### config.mk
export PLATFORM = sky130hd
export DESIGN_NAME = bram_seq_ctrl
export DESIGN_NICKNAME = d
export VERILOG_FILES = /design/src/rtl/bram_seq_ctrl_pkg.sv /design/src/rtl/bram_seq_fifo2.sv /design/src/rtl/bram_seq_ctrl.sv
export SDC_FILE = /design/constraint.sdc
export NUM_CORES = 1
export LEC_CHECK = 0
export ABC_AREA = 1
export CORE_MARGIN = 2
export CORE_UTILIZATION = 50
export CTS_CLUSTER_DIAMETER = 150
export DETAILED_ROUTE_END_ITERATION = 10
export HOLD_SLACK_MARGIN = 0.03
export PLACE_DENSITY_LB_ADDON = 0.2
export SLEW_MARGIN = 15
export SYNTH_ARGS = -nofsm -noshare
export SYNTH_HDL_FRONTEND = slang
export SYNTH_HIERARCHICAL = 1
export SYNTH_SLANG_ARGS = --single-unit
### constraint.sdc
create_clock -name clk -period 3.1 [get_ports clk]
set_input_delay 0.62 -clock clk [delete_from_list [all_inputs] [get_ports clk]]
set_output_delay 0.62 -clock clk [all_outputs]
set_load 0.01 [all_outputs]
### src/rtl/bram_seq_ctrl_pkg.sv
// Shared encodings for the block-RAM sequencer: command opcodes and FSM states.
package bram_seq_ctrl_pkg;

  localparam int unsigned OP_W = 2;

  typedef enum logic [OP_W-1:0] {
    OP_CLEAR = 2'b00,
    OP_LOAD  = 2'b01,
    OP_READ  = 2'b10,
    OP_RSVD  = 2'b11
  } op_t;

  typedef enum logic [2:0] {
    ST_IDLE,
    ST_CLEAR,
    ST_LOAD,
    ST_READ,
    ST_FIN
  } state_t;

endpackage

### src/rtl/bram_seq_fifo2.sv
// Two-entry FIFO that buffers RAM read data ahead of the stream sink.
module bram_seq_fifo2 #(
  parameter int unsigned W = 16
) (
  input  logic         clk,
  input  logic         rst_n,
  input  logic         i_push,
  input  logic         i_pop,
  input  logic [W-1:0] i_din,
  output logic [W-1:0] o_dout,
  output logic         o_empty,
  output logic         o_full,
  output logic [1:0]   o_count
);

  logic [W-1:0] r_mem [2];
  logic         r_wp;
  logic         r_rp;
  logic [1:0]   r_cnt;
  logic         w_push;
  logic         w_pop;

  // A push into a full FIFO is only legal when the head leaves in the same cycle.
  assign w_push  = i_push & (~o_full | i_pop);
  assign w_pop   = i_pop & ~o_empty;
  assign o_dout  = r_mem[r_rp];
  assign o_empty = (r_cnt == 2'd0);
  assign o_full  = (r_cnt == 2'd2);
  assign o_count = r_cnt;

  always_ff @(posedge clk or negedge rst_n) begin
    if (!rst_n) begin
      r_mem[0] <= '0;
      r_mem[1] <= '0;
      r_wp     <= 1'b0;
      r_rp     <= 1'b0;
      r_cnt    <= 2'd0;
    end else begin
      if (w_push) begin
        r_mem[r_wp] <= i_din;
        r_wp        <= ~r_wp;
      end
      if (w_pop) begin
        r_rp <= ~r_rp;
      end
      r_cnt <= r_cnt + 2'(w_push) - 2'(w_pop);
    end
  end

endmodule

### src/rtl/bram_seq_ctrl.sv
// Command sequencer for a single-port sync-read block RAM: clear, stream-load and stream-read.
module bram_seq_ctrl
  import bram_seq_ctrl_pkg::*;
#(
  parameter int unsigned N = 13,
  parameter int unsigned W = 16
) (
  input  logic         clk,
  input  logic         rst_n,
  input  logic         cmd_valid,
  output logic         cmd_ready,
  input  logic [1:0]   cmd_op,
  input  logic [N-1:0] cmd_base,
  input  logic [N:0]   cmd_len,
  input  logic         s_valid,
  output logic         s_ready,
  input  logic [W-1:0] s_data,
  output logic         m_valid,
  input  logic         m_ready,
  output logic [W-1:0] m_data,
  output logic         busy,
  output logic         done,
  output logic [N-1:0] mem_addr,
  output logic         mem_we,
  output logic [W-1:0] mem_din,
  input  logic [W-1:0] mem_dout,
  output logic         mem_clear
);

  localparam int unsigned RW = N + 1;

  state_t        r_state;
  state_t        w_next;
  logic [N-1:0]  r_ptr;
  logic [RW-1:0] r_rem;
  logic          r_inflight;
  logic          w_accept;
  logic          w_issue;
  logic          w_step;
  logic          w_pop;
  logic          w_empty;
  logic          w_full;
  logic [1:0]    w_count;
  logic [2:0]    w_credit;
  logic [W-1:0]  w_head;

  assign w_accept  = cmd_valid & cmd_ready;
  assign w_pop     = m_valid & m_ready;
  assign m_valid   = ~w_empty;
  assign m_data    = w_head;
  assign w_step    = mem_we | w_issue;
  assign mem_clear = 1'b0;
  // Slots committed after this cycle; a same-cycle pop frees one, which keeps 1 word/cycle.
  assign w_credit  = 3'(w_count) + 3'(r_inflight) - 3'(w_pop);

  always_ff @(posedge clk or negedge rst_n) begin
    if (!rst_n) r_state <= ST_IDLE;
    else        r_state <= w_next;
  end

  always_comb begin
    w_next    = r_state;
    cmd_ready = 1'b0;
    busy      = 1'b1;
    done      = 1'b0;
    s_ready   = 1'b0;
    mem_we    = 1'b0;
    mem_addr  = '0;
    mem_din   = '0;
    w_issue   = 1'b0;
    unique case (r_state)
      ST_IDLE: begin
        cmd_ready = 1'b1;
        busy      = 1'b0;
        if (cmd_valid) begin
          if (cmd_len == '0) begin
            w_next = ST_FIN;
          end else begin
            unique case (op_t'(cmd_op))
              OP_CLEAR: w_next = ST_CLEAR;
              OP_LOAD:  w_next = ST_LOAD;
              OP_READ:  w_next = ST_READ;
              default:  w_next = ST_FIN;
            endcase
          end
        end
      end
      ST_CLEAR: begin
        mem_we   = 1'b1;
        mem_addr = r_ptr;
        if (r_rem <= RW'(1)) w_next = ST_FIN;
      end
      ST_LOAD: begin
        s_ready = (r_rem != '0);
        if (s_valid && (r_rem != '0)) begin
          mem_we   = 1'b1;
          mem_addr = r_ptr;
          mem_din  = s_data;
          if (r_rem == RW'(1)) w_next = ST_FIN;
        end else if (r_rem == '0) begin
          w_next = ST_FIN;
        end
      end
      ST_READ: begin
        if ((r_rem != '0) && (w_credit < 3'd2) && !(w_full && !w_pop)) begin
          w_issue  = 1'b1;
          mem_addr = r_ptr;
        end
        if ((r_rem == '0) && !r_inflight && w_empty) w_next = ST_FIN;
      end
      ST_FIN: begin
        done   = 1'b1;
        w_next = ST_IDLE;
      end
      default: w_next = ST_IDLE;
    endcase
  end

  always_ff @(posedge clk or negedge rst_n) begin
    if (!rst_n) begin
      r_ptr      <= '0;
      r_rem      <= '0;
      r_inflight <= 1'b0;
    end else begin
      r_inflight <= w_issue;
      if (w_accept) begin
        r_ptr <= cmd_base;
        r_rem <= cmd_len;
      end else if (w_step) begin
        r_ptr <= r_ptr + N'(1);
        r_rem <= r_rem - RW'(1);
      end
    end
  end

  // RAM data for a read issued last cycle lands in the FIFO now.
  bram_seq_fifo2 #(.W(W)) u_fifo (
    .clk     (clk),
    .rst_n   (rst_n),
    .i_push  (r_inflight),
    .i_pop   (w_pop),
    .i_din   (mem_dout),
    .o_dout  (w_head),
    .o_empty (w_empty),
    .o_full  (w_full),
    .o_count (w_count)
  );

endmodule

==> results of run 1 <==
path summary, 6_finish.rpt:
path	start	to	slack (ps)
worst min register to register	u_fifo/r_mem[20]	u_fifo/r_mem[20]	470
worst max-delay path	u_fifo/o_count[1]	mem_addr[4]	-120
worst min-delay path	rst_n	u_fifo/r_mem[28]	300
min in group clk	u_fifo/r_mem[20]	u_fifo/r_mem[20]	470
max in group asynchronous	rst_n	r_rem[4]	2130
worst max register to register	u_fifo/o_count[1]	r_ptr[5]	190
cell usage after synthesis:
library cell,n
nand2_1,263
inv_1,76
dfrtp_1,67
nor2_1,63
nand4_1,60
nand3_1,32
o21ai_0,14
buf_2,13
xor2_1,11
ha_1,10
xnor2_1,8
buf_4,7
nor3_1,7
buf_6,6
clkbuf_1,6
nand3_4,3
nor2_2,3
o21bai_1,2
or2_2,2
a21oi_1,1
a21oi_4,1
clkbuf_8,1
clkinv_1,1
conb_1,1
fa_1,1
inv_2,1
nand2_2,1
nand3_2,1
nand3b_1,1
nor2_4,1
sequential cells by signal, indices dropped and copies added (netlist names):
register	flops
r_inflight	1
r_ptr	13
r_rem	14
r_state	3
u_fifo/o_count	2
u_fifo/r_mem	32
u_fifo/r_rp	1
u_fifo/r_wp	1
cells in the final DEF, fill, tap and decap left out, types with 3 or more instances in the layout:
master,Yosys,final
nand2_1,263,248
clkdlybuf4s50_1,0,101
dfrtp_1,67,67
inv_1,76,63
nor2_1,63,60
nand4_1,60,60
nand3_1,32,31
buf_4,7,23
inv_2,1,14
nand2_2,1,14
o21ai_0,14,14
xor2_1,11,11
buf_6,6,10
ha_1,10,9
clkbuf_8,1,9
xnor2_1,8,8
nor3_1,7,7
nor2_2,3,4
buf_2,13,4
nor2_4,1,3
clkinv_4,0,3
buf_12,0,3
nand3_4,3,3
repair_timing:
item / 4_1_cts / 5_1_grt
resized for setup: 69 / 34
cloned: 1 / 0
endpoints found under the setup margin: 13 / 40
hold buffers: 0 / 0
pin swaps: 7 / 6
endpoints found under the hold margin: 0 / 0
setup buffers: 7 / 2
area by class of cell:
class / instances / share of cell area, %
Clock buffer: 9 / 2.03
Clock inverter: 7 / 0.859
Inverter: 78 / 4.79
Multi-Input combinational cell: 486 / 39.6
Sequential cell: 67 / 27.4
Tap cell: 108 / 2.21
Timing Repair Buffer: 143 / 23.1
per-layer routing:
metal	global-route usage, %	part of all wire [%]
met1	33.4	43
met2	41.5	49
met3	3.87	6.6
met4	8.01	1.6
met5	0	0
logic make-up (layout without fill, tap and decap cells):
| family | after synthesis | count (layout) | synth area share [%] |
|---|---|---|---|
| fa+ha+maj | 11 | 11 | 3.21 |
| simple gates | 437 | 437 | 42.3 |
| xor+xnor | 19 | 19 | 3.68 |
| other cells | 1 | 1 | 0.0829 |
| compound gates | 18 | 18 | 2.35 |
| buf+inv | 111 | 237 | 11.4 |
| flops | 67 | 67 | 37.0 |
power breakdown:
part           switching (mW)  leakage (nW)  total (mW)  internal (mW)
Sequential              0.404         0.824        1.70           1.29
Clock                   0.361        0.0896       0.655          0.294
Combinational            1.75          2.29        3.16           1.41
metrics by stage:
step	hold WS [ps]	util (%)	std cells	instance area, sq um
final	302	69.8	898	6110
after global routing	358	69.8	898	6110
after CTS	316	68.5	898	6010
after detailed placement	459	65.9	874	5780
after global placement	453	65.9	874	5780
after floorplan	324	-	664	4530
==> flow_metrics.env, run 1 <==
export IMPL_grt_pass1_vias=4423
export IMPL_fp_dieH_microns=99.1
export IMPL_status="finished with violations"
export IMPL_max_cap_violations=0
export IMPL_vias_per_cell=5.25
export IMPL_start_util_pct=51.6
export IMPL_hp_class="input port to async pin"
export IMPL_grt_max_degree=41
export IMPL_synthTopCellsByArea="dfrtp_1 37%, nand2_1 22%, nand4_1 8.3%"
export IMPL_setup_slack_ps=-116
export IMPL_cpMaxStageDelayCell="fa_2"
export IMPL_syn_area_sq_um=4530
export IMPL_cts_tree="done"
export IMPL_synth_distinct_cells=30
export IMPL_area_growth_synth_to_final_pct=35.1
export IMPL_startpoint_type="register"
export IMPL_fmax_ghz=0.311
export IMPL_hold_viol_final=0
export IMPL_clkLatencyLatePin_ps=340
export IMPL_boundaryPins=118
export IMPL_core_area_sq_um=8760
export IMPL_setup_viol=13
export IMPL_ys_ff_latch=67
export IMPL_die_x_microns=99.1
export IMPL_fillers=736
export IMPL_p_leak_nw=3.20
export IMPL_grt_pass1_wl_mm=20.1
export IMPL_arrival_ps=2600
export IMPL_pre_cts_slack_ps=-805
export IMPL_tightest_slew_ps=744
export IMPL_required_ps=2480
export IMPL_drt_initial_drc_count=199
export IMPL_seq_area_sq_um=1680
export IMPL_max_stage_delay_ps=520
export IMPL_antenna_found_initial=0
export IMPL_grt_usage_pct=24.9
export IMPL_power_density_nw_per_um2=902
export IMPL_drc=0
export IMPL_globalplace_congestion=0.844
export IMPL_cts_buffers=9
export IMPL_num_antenna_cells=0
export IMPL_crit_chain="nor2_4 -> nor2_4 -> ha_4 -> inv_2 -> nand2_2 -> fa_2 -> nand3_2 -> nor2_2 -> nand2_2 -> nand2_4 -> buf_12 -> nand2_1 -> inv_1 -> buf_6"
export IMPL_clock_sinks=67
export IMPL_peakVddDrop_uv=465
export IMPL_synth_seq_area_share_pct=37.0
export IMPL_yosys_area_top_type="dfrtp_1"
export IMPL_syn_inst=664
export IMPL_cts_root_buffer="clkbuf_8"
export IMPL_drt_wl_total_mm=12.2
export IMPL_path_buf_inv=4
export IMPL_firstDrtPassIters=5
export IMPL_critical_path_class="register to primary output"
export IMPL_endpoint_kind="primary output"
export IMPL_overflow=0
export IMPL_clock_skew_ps=13.2
export IMPL_htreeDepth=3
export IMPL_multiInputGateArea_sq_um=2420
export IMPL_critical_path_cell_count=14
export IMPL_syn_area_per_cell_sq_um=6.82
export IMPL_crit_fanout=7
export IMPL_rows=34
export IMPL_reg2reg_depth=19
export IMPL_numPortBuffers=116
export IMPL_cts_max_path_buffers=2
export IMPL_cp_top_family="simple AND/OR/NAND/NOR gates"
export IMPL_yosysWarnings=6
export IMPL_relSlewSlack_pct=50.4
export IMPL_drive_above_1_share_pct=13.2
export IMPL_routed_via_count=4714
export IMPL_setup_tns_final_ps=-1340
export IMPL_synth_net_count=741
export IMPL_finalCriticalPeriod_ps=3220
export IMPL_final_max_slew_viol_count=0
export IMPL_yosysTopAreaCellShare_pct=37.0
export IMPL_dieArea_sq_um=9830
export IMPL_hpwl_mm=8.21
export IMPL_fin_crit_sh_pct=104
export IMPL_layout_nets=862
export IMPL_postRouteAntennaNets=0
export IMPL_post_drt_wl_per_cell_microns=13.5
export IMPL_rsz0062_at_grt="true"
export IMPL_violations="setup timing"
export IMPL_finalPower_mw=5.51
export IMPL_cts_clk_slew_worst_paths_ps=80
Power figures use the tool's default switching activity.
==> inputs of run 2 (changes only) <==
--- a/config.mk
+++ b/config.mk
@@ -9,6 +9,7 @@
 export CORE_MARGIN = 2
 export CORE_UTILIZATION = 50
 export CTS_CLUSTER_DIAMETER = 150
+export CTS_CLUSTER_SIZE = 40
 export DETAILED_ROUTE_END_ITERATION = 10
 export HOLD_SLACK_MARGIN = 0.03
 export PLACE_DENSITY_LB_ADDON = 0.2
==> results of run 2 <==
Final layout, timing and power as in run 1 (identical DEF).
==> inputs of run 3 (changes only) <==
--- a/config.mk
+++ b/config.mk
@@ -7,7 +7,7 @@
 export LEC_CHECK = 0
 export ABC_AREA = 1
 export CORE_MARGIN = 2
-export CORE_UTILIZATION = 50
+export CORE_UTILIZATION = 27
 export CTS_CLUSTER_DIAMETER = 150
 export CTS_CLUSTER_SIZE = 40
 export DETAILED_ROUTE_END_ITERATION = 10
==> flow_metrics.env, run 3 (synthesis gave the netlist of run 1 again) <==
export IMPL_clock_sinks=67
export IMPL_drc=0
export IMPL_cp_top_family="adder cells"
export IMPL_rows=47
export IMPL_top_regs="u_fifo/r_mem x32, r_rem x14, r_ptr x13"
export IMPL_critical_path_class="register to primary output"
export IMPL_max_stage_delay_ps=530
export IMPL_violations="setup timing"
export IMPL_relSlewSlack_pct=49.4
export IMPL_p_leak_nw=3.21
export IMPL_p_sw_share_pct=43.2
export IMPL_fillers=1773
export IMPL_cts_max_path_buffers=2
export IMPL_num_antenna_cells=0
export IMPL_setup_slack_ps=-16.5
export IMPL_power_density_nw_per_um2=909
export IMPL_endpoint_kind="primary output"
export IMPL_fmax_ghz=0.321
export IMPL_htreeDepth=3
export IMPL_fin_crit_sh_pct=101
export IMPL_rsz0062_at_grt="true"
export IMPL_hpwl_mm=8.84
export IMPL_cts_hold_buf=0
export IMPL_peakVddDrop_uv=351
export IMPL_post_drt_wl_per_cell_microns=12.7
export IMPL_numPortBuffers=116
export IMPL_firstDrtPassIters=4
export IMPL_startpoint_type="register"
export IMPL_path_common_cell="nand2_2"
export IMPL_grt_max_degree=43
export IMPL_final_common_cell="nand2_1"
export IMPL_tightest_slew_ps=758
export IMPL_hp_class="input port to async pin"
export IMPL_grt_usage_pct=14.6
export IMPL_fp_dieH_microns=133
export IMPL_postRouteAntennaNets=0
export IMPL_area_growth_synth_to_final_pct=38.7
export IMPL_arrival_ps=2500
export IMPL_core_area_sq_um=16500
export IMPL_cts_root_buffer="clkbuf_16"
export IMPL_finalCriticalPeriod_ps=3120
export IMPL_pre_cts_slack_ps=-819
export IMPL_largest_reg_flops=32
export IMPL_status="finished with violations"
export IMPL_power_share_clock_pct=17.2
export IMPL_p_int_mw=3.24
export IMPL_cts_clk_slew_worst_paths_ps=60
export IMPL_seqPwrFrac_pct=28.8
export IMPL_holdWs_ps=312
export IMPL_p_switching_mw=2.46
export IMPL_drt_initial_drc_count=253
export IMPL_grt_pass1_wl_mm=20.9
export IMPL_dieArea_sq_um=17800
export IMPL_routed_via_count=4447
export IMPL_path_buf_inv=4
export IMPL_hold_viol_final=0
export IMPL_boundaryPins=118
export IMPL_setup_viol=9
export IMPL_crit_chain="nor2_2 -> nor2_2 -> ha_1 -> inv_1 -> nand2_2 -> fa_2 -> nand3_2 -> nor2_1 -> nand2_1 -> nand2_2 -> buf_6 -> nand2_2 -> inv_1 -> buf_2"
export IMPL_share_comb_of_total_power_pct=54.0
export IMPL_setup_tns_final_ps=-59.0
export IMPL_required_ps=2480
export IMPL_clock_skew_ps=5.61
export IMPL_crit_fanout=7
export IMPL_clkLatencyLatePin_ps=340
export IMPL_grt_pass1_vias=4208
export IMPL_cpMaxStageDelayCell="fa_2"
export IMPL_drt_wl_total_mm=12.8
export IMPL_most_common_layout_cells="248 x nand2_1, 101 x clkdlybuf4s50_1, 67 x dfrtp_1"
export IMPL_layout_nets=858
export IMPL_cts_tree="done"
export IMPL_final_max_slew_viol_count=0
export IMPL_drive_above_1_share_pct=12.1
export IMPL_cts_buffers=9
export IMPL_antenna_found_initial=0
export IMPL_start_util_pct=27.5
export IMPL_globalplace_congestion=0.769
export IMPL_utilization_pct=38.1
export IMPL_overflow=0
export IMPL_finalPower_mw=5.71
export IMPL_vias_per_cell=4.42
export IMPL_max_cap_violations=0
export IMPL_max_flop_register="u_fifo/r_mem"
export IMPL_r2r_slack_ps=450
export IMPL_die_x_microns=133
[run 3: cell count changes in the layout (fill, tap and decap cells not counted), sizes merged]
cell | before | now
inv | 78 | 77
buf | 41 | 37
clkinvlp | 1 | 0
clkbuf | 9 | 13
clkinv | 6 | 3
[run 3: power groups by stage]
stage,registers [mW],clock network [mW],logic (mW)
after CTS,1.64,1.01,3.07
final,1.64,0.983,3.08
after floorplan,1.57,0,1.97
after global routing,1.70,1.06,3.47
after detailed placement,1.64,0,3.03
after global placement,1.64,0,3.01
[run 3: repair_timing]
item                                    4_1_cts  5_1_grt
pin swaps                                     7        2
endpoints found under the setup margin       13       13
buffers inserted                              3        0
gates resized for setup                      72       26
[run 3: layer usage]
metal / vias to the layer above / wire, microns / GRT usage, %
met5: - / 0 / 0
met4: 0 / 155 / 3.90
met3: 13 / 630 / 4.30
met2: 87 / 6130 / 24.6
met1: 2015 / 5860 / 18.3
li1: 2332 / - / -
[run 3: stage by stage]
step / instance area (sq um) / instances
floorplan: 4530 / 664
global placement: 5910 / 987
global route: 6270 / 1005
CTS: 6200 / 1005
detailed placement: 5910 / 987
finish: 6270 / 1005
[run 3: final cells by class]
class	instances	area [sq um]	share of cell area, %
multi-input combinational	486	2380	38.0
clock buffer	13	270	4.31
inverter	78	293	4.67
tap	220	275	4.39
timing repair buffer	139	1370	21.8
sequential	67	1680	26.7
clock inverter	2	10.0	0.160
[run 3: final timing paths]
check	from	end	depth (start not counted)
setup / recovery	u_fifo/o_count[1]	mem_addr[7]	14
hold / removal	rst_n	u_fifo/r_mem[3]	1
setup reg to reg	u_fifo/o_count[1]	r_rem[5]	17
hold reg to reg	u_fifo/r_mem[5]	u_fifo/r_mem[5]	2
max in group asynchronous	rst_n	r_rem[3]	2
min in group clk	u_fifo/r_mem[5]	u_fifo/r_mem[5]	2
[run 3: worst reg2reg max path: stages (launching register included)]
cell and delay, ps:
dfrtp_1 380, nor2_2 150, nor2_2 60, ha_1 260
inv_1 40, nand2_2 50, fa_2 180, inv_2 40
or2_2 270, nand3_2 70, nor2_1 40, nand2_1 80
buf_4 110, buf_4 320, nand3_2 130, buf_4 220
nand2_1 80, nand2_1 50
